$ cat src/rtl/fpu_mul_out_pkg.sv
// fpu_mul_out_pkg
//   Shared constants, the buffered result entry type and the IEEE-754 packing
//   helper used by the multiply output buffer.
//   Contents:
//     EXC_*        exception flag bit positions within the 5-bit exc field
//     DBL_EXP_W,
//     SGL_EXP_W    exponent widths for double / single results
//     SGL_FRAC_*   slice of the 52-bit fraction that carries a single fraction
//     res_entry_t  one buffered entry {data, id, exc}
//     pack_result  builds the 64-bit result word from sign/exp/frac
package fpu_mul_out_pkg;

   localparam int EXC_W        = 5;
   localparam int EXC_NV       = 4;
   localparam int EXC_OF       = 3;
   localparam int EXC_UF       = 2;
   localparam int EXC_DZ       = 1;
   localparam int EXC_NX       = 0;

   localparam int DBL_EXP_W    = 11;
   localparam int SGL_EXP_W    = 8;
   localparam int FRAC_W       = 52;
   localparam int SGL_FRAC_MSB = 51;
   localparam int SGL_FRAC_LSB = 29;
   localparam int RES_W        = 64;

   // Id width carried in the stored entry; the top's ID_W must match it.
   localparam int RES_ID_W     = 5;

   typedef struct packed {
      logic [RES_W-1:0]    data;
      logic [RES_ID_W-1:0] id;
      logic [EXC_W-1:0]    exc;
   } res_entry_t;

   // Single results occupy the upper word; the low 32 bits are zero.
   function automatic logic [RES_W-1:0] pack_result(
      input logic                 sign,
      input logic [DBL_EXP_W-1:0] exp_in,
      input logic [FRAC_W-1:0]    frac_in,
      input logic                 dbl
   );
      if (dbl) begin
         return {sign, exp_in, frac_in};
      end
      return {sign, exp_in[SGL_EXP_W-1:0],
              frac_in[SGL_FRAC_MSB:SGL_FRAC_LSB], 32'h0};
   endfunction

endpackage

$ cat src/rtl/fpu_mul_out_buf_if.sv
// fpu_mul_out_buf_if
//   Bundles the multiply-result capture side and the arbiter handshake side
//   of the multiply output buffer.
//   Modports:
//     master  the environment: multiply pipe stage 6 and the FPU output arbiter
//     slave   the buffer itself
//   Signals:
//     mul_res_vld/sign/exp/frac/dbl/id/exc  result from the multiply pipe
//     mul_flush                             discard everything buffered
//     mul_step                              pipe advance enable (to upstream)
//     mul_out_req/data/id/exc, fpu_out_rdy  head entry handshake with arbiter
//     mul_out_cnt                           occupancy
interface fpu_mul_out_buf_if
   import fpu_mul_out_pkg::*;
#(
   parameter int DEPTH = 2,
   parameter int ID_W  = 5
);
   localparam int CW = $clog2(DEPTH) + 1;

   logic                 mul_res_vld;
   logic                 mul_sign_out;
   logic [DBL_EXP_W-1:0] mul_exp_out;
   logic [FRAC_W-1:0]    mul_frac_out;
   logic                 mul_res_dbl;
   logic [ID_W-1:0]      mul_res_id;
   logic [EXC_W-1:0]     mul_res_exc;
   logic                 mul_flush;
   logic                 fpu_out_rdy;

   logic                 mul_step;
   logic                 mul_out_req;
   logic [RES_W-1:0]     mul_out_data;
   logic [ID_W-1:0]      mul_out_id;
   logic [EXC_W-1:0]     mul_out_exc;
   logic [CW-1:0]        mul_out_cnt;

   modport master (
      output mul_res_vld, mul_sign_out, mul_exp_out, mul_frac_out,
             mul_res_dbl, mul_res_id, mul_res_exc, mul_flush, fpu_out_rdy,
      input  mul_step, mul_out_req, mul_out_data, mul_out_id, mul_out_exc,
             mul_out_cnt
   );

   modport slave (
      input  mul_res_vld, mul_sign_out, mul_exp_out, mul_frac_out,
             mul_res_dbl, mul_res_id, mul_res_exc, mul_flush, fpu_out_rdy,
      output mul_step, mul_out_req, mul_out_data, mul_out_id, mul_out_exc,
             mul_out_cnt
   );

endinterface

$ cat src/rtl/fpu_mul_out_fifo.sv
// fpu_mul_out_fifo
//   Generic DEPTH x W FIFO with synchronous flush and asynchronous reset.
//   Ports:
//     clk, rst   clock, asynchronous active-high reset
//     push, pop  write din at tail / drop head; caller never overflows or
//                underflows it
//     flush      empties the FIFO next cycle; outranks push and pop
//     din        entry to write
//     head       entry at the read pointer (combinational read)
//     cnt        occupancy, 0..DEPTH
module fpu_mul_out_fifo #(
   parameter  int DEPTH = 2,
   parameter  int W     = 8,
   localparam int PW    = $clog2(DEPTH),
   localparam int CW    = PW + 1
) (
   input  logic          clk,
   input  logic          rst,
   input  logic          push,
   input  logic          pop,
   input  logic          flush,
   input  logic [W-1:0]  din,
   output logic [W-1:0]  head,
   output logic [CW-1:0] cnt
);

   logic [W-1:0]  mem [DEPTH];
   logic [PW-1:0] rd_ptr_reg;
   logic [PW-1:0] wr_ptr_reg;
   logic [CW-1:0] cnt_reg;

   // DEPTH is a power of two, so pointer wrap is plain binary overflow.
   always_ff @(posedge clk or posedge rst) begin
      if (rst) begin
         rd_ptr_reg <= '0;
         wr_ptr_reg <= '0;
         cnt_reg    <= '0;
      end else if (flush) begin
         rd_ptr_reg <= '0;
         wr_ptr_reg <= '0;
         cnt_reg    <= '0;
      end else begin
         if (push) wr_ptr_reg <= wr_ptr_reg + PW'(1);
         if (pop)  rd_ptr_reg <= rd_ptr_reg + PW'(1);
         unique case ({push, pop})
            2'b10:   cnt_reg <= cnt_reg + CW'(1);
            2'b01:   cnt_reg <= cnt_reg - CW'(1);
            default: cnt_reg <= cnt_reg;
         endcase
      end
   end

   // Storage carries no reset; contents are meaningless until written.
   always_ff @(posedge clk) begin
      if (push && !flush) mem[wr_ptr_reg] <= din;
   end

   assign head = mem[rd_ptr_reg];
   assign cnt  = cnt_reg;

endmodule

$ cat src/rtl/fpu_mul_out_buf.sv
// fpu_mul_out_buf
//   Last stage of the multiply pipe. Packs each completed multiply result into
//   IEEE-754 format, queues it, and offers it to the FPU output arbiter. When
//   the queue is full and nothing leaves, mul_step drops so the multiply pipe
//   holds its stage-6 result instead of losing it.
//   Ports:
//     rclk  clock, rising edge
//     arst  asynchronous active-high reset
//     bus   fpu_mul_out_buf_if.slave (capture side, arbiter handshake, step,
//           occupancy)
module fpu_mul_out_buf
   import fpu_mul_out_pkg::*;
#(
   parameter int DEPTH = 2,
   parameter int ID_W  = RES_ID_W
) (
   input logic               rclk,
   input logic               arst,
   fpu_mul_out_buf_if.slave  bus
);

   localparam int CW = $clog2(DEPTH) + 1;

   res_entry_t    wr_entry;
   res_entry_t    head_entry;
   logic [CW-1:0] cnt;
   logic          empty;
   logic          full;
   logic          push;
   logic          pop;
   logic          step;

   assign empty = (cnt == '0);
   assign full  = (cnt == CW'(DEPTH));

   // A head leaving this cycle frees a slot for the incoming result even when
   // full. Flush also lets the pipe advance: the flush-cycle result is dropped.
   assign pop  = bus.mul_out_req & bus.fpu_out_rdy;
   assign step = ~full | pop | bus.mul_flush;
   assign push = bus.mul_res_vld & step & ~bus.mul_flush;

   always_comb begin
      wr_entry      = '0;
      wr_entry.data = pack_result(bus.mul_sign_out, bus.mul_exp_out,
                                  bus.mul_frac_out, bus.mul_res_dbl);
      wr_entry.id   = RES_ID_W'(bus.mul_res_id);
      wr_entry.exc  = bus.mul_res_exc;
   end

   fpu_mul_out_fifo #(
      .DEPTH (DEPTH),
      .W     ($bits(res_entry_t))
   ) u_fifo (
      .clk   (rclk),
      .rst   (arst),
      .push  (push),
      .pop   (pop),
      .flush (bus.mul_flush),
      .din   (wr_entry),
      .head  (head_entry),
      .cnt   (cnt)
   );

   // Request comes only from registered occupancy, so a push is never visible
   // in its own cycle. Outputs read zero while nothing is held.
   assign bus.mul_step     = step;
   assign bus.mul_out_req  = ~empty;
   assign bus.mul_out_data = empty ? '0 : head_entry.data;
   assign bus.mul_out_id   = empty ? '0 : ID_W'(head_entry.id);
   assign bus.mul_out_exc  = empty ? '0 : head_entry.exc;
   assign bus.mul_out_cnt  = cnt;

   a_cnt_range : assert property (@(posedge rclk) disable iff (arst)
      cnt <= CW'(DEPTH));

   a_head_stable : assert property (@(posedge rclk) disable iff (arst)
      (bus.mul_out_req && !bus.fpu_out_rdy && !bus.mul_flush)
         |=> $stable(bus.mul_out_data));

endmodule

$ cat src/flat_wrapper.sv
// flat-port wrapper written by rule: the top's interface ports become plain ports
module fpu_mul_out_buf_flat import fpu_mul_out_pkg::*;
#(
   parameter int DEPTH = 2,
   parameter int ID_W  = RES_ID_W
)
  (rclk, arst, bus_mul_res_vld, bus_mul_sign_out, bus_mul_exp_out, bus_mul_frac_out, bus_mul_res_dbl, bus_mul_res_id, bus_mul_res_exc, bus_mul_flush, bus_fpu_out_rdy, bus_mul_step, bus_mul_out_req, bus_mul_out_data, bus_mul_out_id, bus_mul_out_exc, bus_mul_out_cnt);
  fpu_mul_out_buf_if #(.DEPTH(DEPTH), .ID_W(ID_W)) bus_i ();
  input logic rclk;
  input logic arst;
  input wire logic [$bits(bus_i.mul_res_vld)-1:0] bus_mul_res_vld;
  input wire logic [$bits(bus_i.mul_sign_out)-1:0] bus_mul_sign_out;
  input wire logic [$bits(bus_i.mul_exp_out)-1:0] bus_mul_exp_out;
  input wire logic [$bits(bus_i.mul_frac_out)-1:0] bus_mul_frac_out;
  input wire logic [$bits(bus_i.mul_res_dbl)-1:0] bus_mul_res_dbl;
  input wire logic [$bits(bus_i.mul_res_id)-1:0] bus_mul_res_id;
  input wire logic [$bits(bus_i.mul_res_exc)-1:0] bus_mul_res_exc;
  input wire logic [$bits(bus_i.mul_flush)-1:0] bus_mul_flush;
  input wire logic [$bits(bus_i.fpu_out_rdy)-1:0] bus_fpu_out_rdy;
  output wire logic [$bits(bus_i.mul_step)-1:0] bus_mul_step;
  output wire logic [$bits(bus_i.mul_out_req)-1:0] bus_mul_out_req;
  output wire logic [$bits(bus_i.mul_out_data)-1:0] bus_mul_out_data;
  output wire logic [$bits(bus_i.mul_out_id)-1:0] bus_mul_out_id;
  output wire logic [$bits(bus_i.mul_out_exc)-1:0] bus_mul_out_exc;
  output wire logic [$bits(bus_i.mul_out_cnt)-1:0] bus_mul_out_cnt;
  assign bus_i.mul_res_vld = bus_mul_res_vld;
  assign bus_i.mul_sign_out = bus_mul_sign_out;
  assign bus_i.mul_exp_out = bus_mul_exp_out;
  assign bus_i.mul_frac_out = bus_mul_frac_out;
  assign bus_i.mul_res_dbl = bus_mul_res_dbl;
  assign bus_i.mul_res_id = bus_mul_res_id;
  assign bus_i.mul_res_exc = bus_mul_res_exc;
  assign bus_i.mul_flush = bus_mul_flush;
  assign bus_i.fpu_out_rdy = bus_fpu_out_rdy;
  assign bus_mul_step = bus_i.mul_step;
  assign bus_mul_out_req = bus_i.mul_out_req;
  assign bus_mul_out_data = bus_i.mul_out_data;
  assign bus_mul_out_id = bus_i.mul_out_id;
  assign bus_mul_out_exc = bus_i.mul_out_exc;
  assign bus_mul_out_cnt = bus_i.mul_out_cnt;
  fpu_mul_out_buf #(.DEPTH(DEPTH), .ID_W(ID_W)) u_core (.rclk(rclk), .arst(arst), .bus(bus_i));
endmodule
$ cat config.mk
export PLATFORM = sky130hd
export DESIGN_NAME = fpu_mul_out_buf_flat
export DESIGN_NICKNAME = d
export VERILOG_FILES = /design/src/rtl/fpu_mul_out_pkg.sv /design/src/rtl/fpu_mul_out_buf_if.sv /design/src/rtl/fpu_mul_out_fifo.sv /design/src/rtl/fpu_mul_out_buf.sv /design/src/flat_wrapper.sv
export SDC_FILE = /design/constraint.sdc
export NUM_CORES = 1
export LEC_CHECK = 0
export ABC_CLOCK_PERIOD_IN_PS = 14300
export BUFFER_PORTS_ARGS = -buffer_cell sky130_fd_sc_hd__clkbuf_2
export CAP_MARGIN = 25
export CORE_ASPECT_RATIO = 0.8
export CORE_MARGIN = 1.5
export CORE_UTILIZATION = 45
export CTS_CLUSTER_DIAMETER = 30
export DETAILED_ROUTE_END_ITERATION = 8
export PLACE_DENSITY_LB_ADDON = 0.2
export SETUP_SLACK_MARGIN = 0.3
export SLEW_MARGIN = 20
export SYNTH_ARGS = -nofsm -noshare
export SYNTH_HDL_FRONTEND = slang
export SYNTH_SLANG_ARGS = --single-unit
export TNS_END_PERCENT = 10
$ cat constraint.sdc
create_clock -name rclk -period 14.3 [get_ports rclk]
set_input_delay 2.86 -clock rclk [delete_from_list [all_inputs] [get_ports rclk]]
set_output_delay 2.86 -clock rclk [all_outputs]
set_load 0.01 [all_outputs]
### After elaboration in Yosys (flattened, before gate mapping)

Memory sizes are Yosys's and may differ from the RTL's.
Cells that the tools add are included.

| storage, ports and cells | value |
|---|---|
| memories | 1 |
| bits in registers | 4 |
| input port bits | 80 |
| bits in writable memories | 148 |

Memory list:

| memory | words | bits a word | rd ports | clocked after Yosys merged registers in | write ports | line | source |
|---|---|---|---|---|---|---|---|
| u_core.u_fifo.mem | 2 | 74 | 1 | 0 | 1 | fpu_mul_out_fifo.sv:27 | `logic [W-1:0] mem [DEPTH];` |

| cells by class | value |
|---|---|
| bitwise logic cells | 8 |
| equal/unequal tests | 3 |
| add/subtract/negate cells | 4 |
| muxes and demuxes | 14 |
| reductions and logical operators | 6 |

Operators with widths:

| kind | number |
|---|---|
| $mux 64 | 3 |
| $mux 5 | 2 |
| $mux 1 | 7 |
| $eq 2x2->1 const B | 2 |
| $pmux 2 s2 | 1 |
| $reduce_bool 2->1 | 2 |
| $and 1x1->1 | 3 |
| $not 1->1 | 3 |
| $reduce_bool 3->1 | 1 |
| $add 1x1->1 const B | 2 |
| $add 2x1->2 const B | 1 |
| $eq 2x1->1 const B | 1 |
| $logic_not 2->1 | 1 |
| $mux 2 | 1 |
| $or 1x1->1 | 2 |
| $sub 2x1->2 const B | 1 |
| $logic_and 1x1->1 | 1 |
| $logic_not 1->1 | 1 |

### Depth between registers and ports, before layout

| logic depth | value |
|---|---|
| depth after elaboration | 10 |
| mapped depth | 5 |

### By module

From an unflattened synthesis, not the netlist that was laid out.

| unflattened totals | value |
|---|---|
| cells, all modules | 408 |
| area total of the unflattened synthesis | 6,899.1 sq um |

By module, submodules not included:

| module | sequential area each (sq um) | cells an instance | times used | area each (sq um) |
|---|---|---|---|---|
| fpu_mul_out_fifo | 4,544.4 | 250 | 1 | 5,750.5 |
| fpu_mul_out_buf | 0.0 | 158 | 1 | 1,148.6 |

### Worst setup path after synthesis

OpenSTA, ideal clock, no wires.

| timing path | value |
|---|---|
| kind | input port to flip-flop |
| start | input bus_mul_res_vld |
| end | memory u_core.u_fifo.mem[1][0] in the netlist's numbering (enable) |
| required time | 13.688 ns |
| slack | 5.356 ns |
| stages | 2 |
| buffers on the path | 0 |
| data arrival time | 8.332 ns |
| setup time | 0.612 ns |
| cells stage by stage | o31ai_4 > nor3b_1 |

| between the ends | value |
|---|---|
| longest elaborated chain between the ends | 5 |

RTL lines:

| what | line | source |
|---|---|---|
| from (decl) | flat_wrapper.sv:11 | `input wire logic [$bits(bus_i.mul_res_vld)-1:0] bus_mul_res_vld;` |
| $and 1x1->1 (2 in series) | fpu_mul_out_buf.sv:40 | `assign push = bus.mul_res_vld & step & ~bus.mul_flush;` |
| $logic_and 1x1->1 | fpu_mul_out_fifo.sv:55 | `if (push && !flush) mem[wr_ptr_reg] <= din;` |
| $mux 1 | fpu_mul_out_fifo.sv:55 |  |
| $mux 1 (not written as such) | fpu_mul_out_fifo.sv:55 |  |
| to (decl) | fpu_mul_out_fifo.sv:27 |  |

Every way passes these cells.

### Worst setup path after layout

| timing path | value |
|---|---|
| start | input bus_mul_flush |
| end | output bus_mul_step |

| between the ends | value |
|---|---|
| longest elaborated chain between the ends | 1 |

RTL lines:

| what | line | source |
|---|---|---|
| from (decl) | flat_wrapper.sv:18 | `input wire logic [$bits(bus_i.mul_flush)-1:0] bus_mul_flush;` |
| $or 1x1->1 | fpu_mul_out_buf.sv:39 | `assign step = ~full \| pop \| bus.mul_flush;` |
| to (decl) | flat_wrapper.sv:20 | `output wire logic [$bits(bus_i.mul_step)-1:0] bus_mul_step;` |

Every way passes these cells.

==> metrics.md <==
| Metric | Value |
|---|---|
| Simple-Gate Fraction of Synth Area | under 10% |
| Vias in the first global route | between 3000 and 4000 |
| CP delay by family, top | simple AND/OR/NAND/NOR gates |
| H-tree levels | 4 |
| # Max-Cap Violations | 0 |
| Worst Tran Pin Value | 0.997 ns |
| Max reg flops | roughly 150 |
| CTS tree | yes |
| Post-Synth XOR/XNOR Area | 0.271% |
| Post-synth EDFFs | ~150 |
| Remaining antenna violation count | 0 |
| Peak supply drop | between 0.08 and 0.09 mV |
| Longest Clk Path Bufs | 2 |
| GP Congestion | 0.812 |
| Critical Path AT | approximately 3.6 ns |
| Share of cells above drive strength 1 | between 30% and 40% |
| Grt total ovfl | 0 |
| Crit. End Element | output pin |
| R2r setup slk | about 12 ns |
| Most frequent CP cell | clkbuf_2 |
| Top Ports | ~160 |
| Count leader, synth | edfxtp_1 |
| Area share of the largest cell type after synthesis | 68.8% |
| Mapped Area | about 0.0065 mm2 |
| Peak fanout along the critical path | 8 |
| # DRC | 0 |
| First-pass GRT wire length | just under 20000 um |
| Vias | 3765 |
| Buffers on Ports | around 160 |
| Area leader, netlist | edfxtp_1 |
| P_int | ~0.8 mW |
| Dpl hpwl | 7790 um |
| Slowest-stage cell, CP | or4_1 |
| Clock sinks | 152 |
| Row cnt | 38 |
| Multiplexer share of the synthesized area | between 15 and 20% |
| Gr usage total | between 10% and 20% |
| Ant diodes | 0 |
| Setup total negative slack | 0 ns |
| Synth async-reset ratio | roughly 2.6% |
| Area contributors post-synth | edfxtp_1 69%, mux2i_1 12%, mux2_1 5.6% |
| Slowest Stage Delay on Critical Path | about 0.48 ns |
| Synth Flop Type | edfxtp_1 |
| Initial antenna violation count | 0 |
| Initial core utilization | roughly 47% |
| Reg clk slew, reported paths | 0.06 ns |
| Yosys reg bits | between 150 and 200 |
| Post-CTS Resized | 0 |
| Worst skew pair latency | 0.42 ns |
| Drt total wl | between 10000 and 15000 um |
| Clk root buf | clkbuf_16 |
| Slew Limit Headroom | about a third |
| Critical path, cell by cell | clkbuf_2 -> or4_1 -> clkbuf_2 |
| Placeable Area | ~0.014 mm2 |
| Clock skew | roughly 0.0062 ns |
| Reg power frac | approximately half |
| Req. time, crit path | about 11 ns |
| Fmax | roughly 0.15 GHz |
| Distinct cells, synth | 25 |
| Largest net degree at the start of global routing | between 70 and 80 |
| Syn-to-layout area delta | 22.9% |
| Status | finished, final reports clean |
| Clock period minus worst slack | ~6.5 ns |
| PnR Total Power | 1.06 mW |
| Main combinational cell family by area after synthesis | multiplexers |
| Post-CTS Hold Fix Bufs | 0 |
| Postcts setup bufs | 0 |
| Die Height | 110 um |
| Switch share | about a quarter |
| Crit path buffers/inverters | 2 |
| Syn_nets | approximately 490 |
| Syn. warnings | 0 |
| Leakage | about 3 nW |
| Gate power share | 10.6% |
| Setup Viol. Count Final | 0 |
| Post-synthesis sequential area ratio | between 70% and 80% |
| Setup crit start kind | input port |
| Die width | about 140 um |
| Hold Crit Class | reg -> reg |
| Most used routing layer | met2 |
| RSZ-0062 raised after global routing | false |
| Pwr/cell area | roughly 130 mW/mm2 |
| Met2 usage | 29.5% |
| Adder and majority gate portion of the synthesized area | 0% |
| Fin nets | 650 |
| Drt first pass iters | 4 |
| M3 GR Usage | 5.72% |
| Crit Path Category | in -> out |
| Die area | between 0.015 and 0.02 mm2 |
| CTS buffer count | 17 |
| Final worst-path cycle share | 45.3% |
| Synth top cells by count | 148 x edfxtp_1, 77 x nor2_1, 75 x mux2i_1 |
| Synth Area in Compound Gates | less than 1% |
| Syn_area_per_cell | about 16 um2 |
| Via-per-instance ratio | slightly below 5 |
| Average wire per standard cell | between 15 and 20 um |
| Post-Syn Instances | 414 |
| Switching power | between 0.2 and 0.25 mW |
| Clock power share | approximately two fifths |
| Met1 Use GR | around a fifth |
| DR iter-0 viols | roughly 180 |
| Util after Layout | 57.6% |
| Worst hold slack | between 0.6 and 0.7 ns |
| Final Slew Violations | 0 |
| Final Hold Viols | 0 |
## placed cells by master, fill, tap and decap left out, types with 2 or more instances in the layout
cell type and count:
clkinv_2 3, a21oi_1 3, nor2b_1 2, mux2_1 32, edfxtp_1 148, dfrtp_1 3
clkbuf_2 157, clkinv_4 3, inv_6 2, xor2_1 2, buf_4 5, clkbuf_16 17
mux2i_1 75, and2_1 32, bufinv_16 2, clkinvlp_4 4, nor2_1 77
## layout make-up
type	count	area [um2]
well taps	180	225
flip-flops and latches	152	4550
inverters	3	13.8
clock buffers	17	425
clock inverters	15	153
repair buffers	163	843
multi-input cells	233	1740
fillers	1129	5840
## path summary, 6_finish.rpt
path,cells after the start,end,startpoint
setup / recovery,3,bus_mul_step,bus_mul_flush
hold / removal,2,u_core.u_fifo.wr_ptr_reg,u_core.u_fifo.wr_ptr_reg
setup reg to reg,4,u_core.u_fifo.mem[1][69],u_core.u_fifo.cnt[1]
hold reg to reg,2,u_core.u_fifo.wr_ptr_reg,u_core.u_fifo.wr_ptr_reg
max in group asynchronous,2,u_core.u_fifo.rd_ptr_reg,arst
min in group asynchronous,2,u_core.u_fifo.wr_ptr_reg,arst
## stage by stage
step	setup WS [ns]	cells	instance area (um2)
after detailed placement	7.81	730	7350
after global placement	7.83	730	7350
after global routing	7.78	763	7940
final	7.82	763	7940
after CTS	7.81	762	7920
after floorplan	5.36	414	6460
## worst register-to-register path: stages, from the launching register on
cell     delay, ns
dfrtp_1       0.53
inv_4         0.12
o31ai_4       0.09
nor3b_2       0.22
buf_4         0.81
## cells by family after synthesis
group / Yosys count
buf+inv: 29
mux: 107
xor+xnor: 2
compound gates: 6
flops: 152
simple gates: 118
## power by group through the flow
| stage | clock (mW) | sequential, mW | combinational, mW |
|---|---|---|---|
| 3_5_place_dp | 0 | 0.530 | 0.114 |
| 3_3_place_gp | 0 | 0.529 | 0.112 |
| 5_1_grt | 0.458 | 0.522 | 0.125 |
| 6_report | 0.430 | 0.520 | 0.113 |
| 4_1_cts | 0.439 | 0.521 | 0.115 |
| 2_1_floorplan | 0 | 0.526 | 0.0769 |
## layer usage
metal / part of all wire [%] / vias to the layer above
met2: 49 / 110
met5: 0 / -
met3: 6.0 / 12
met4: 1.5 / 0
met1: 43 / 1822
li1: - / 1821
No activity file was read; power rests on OpenSTA's default activity.
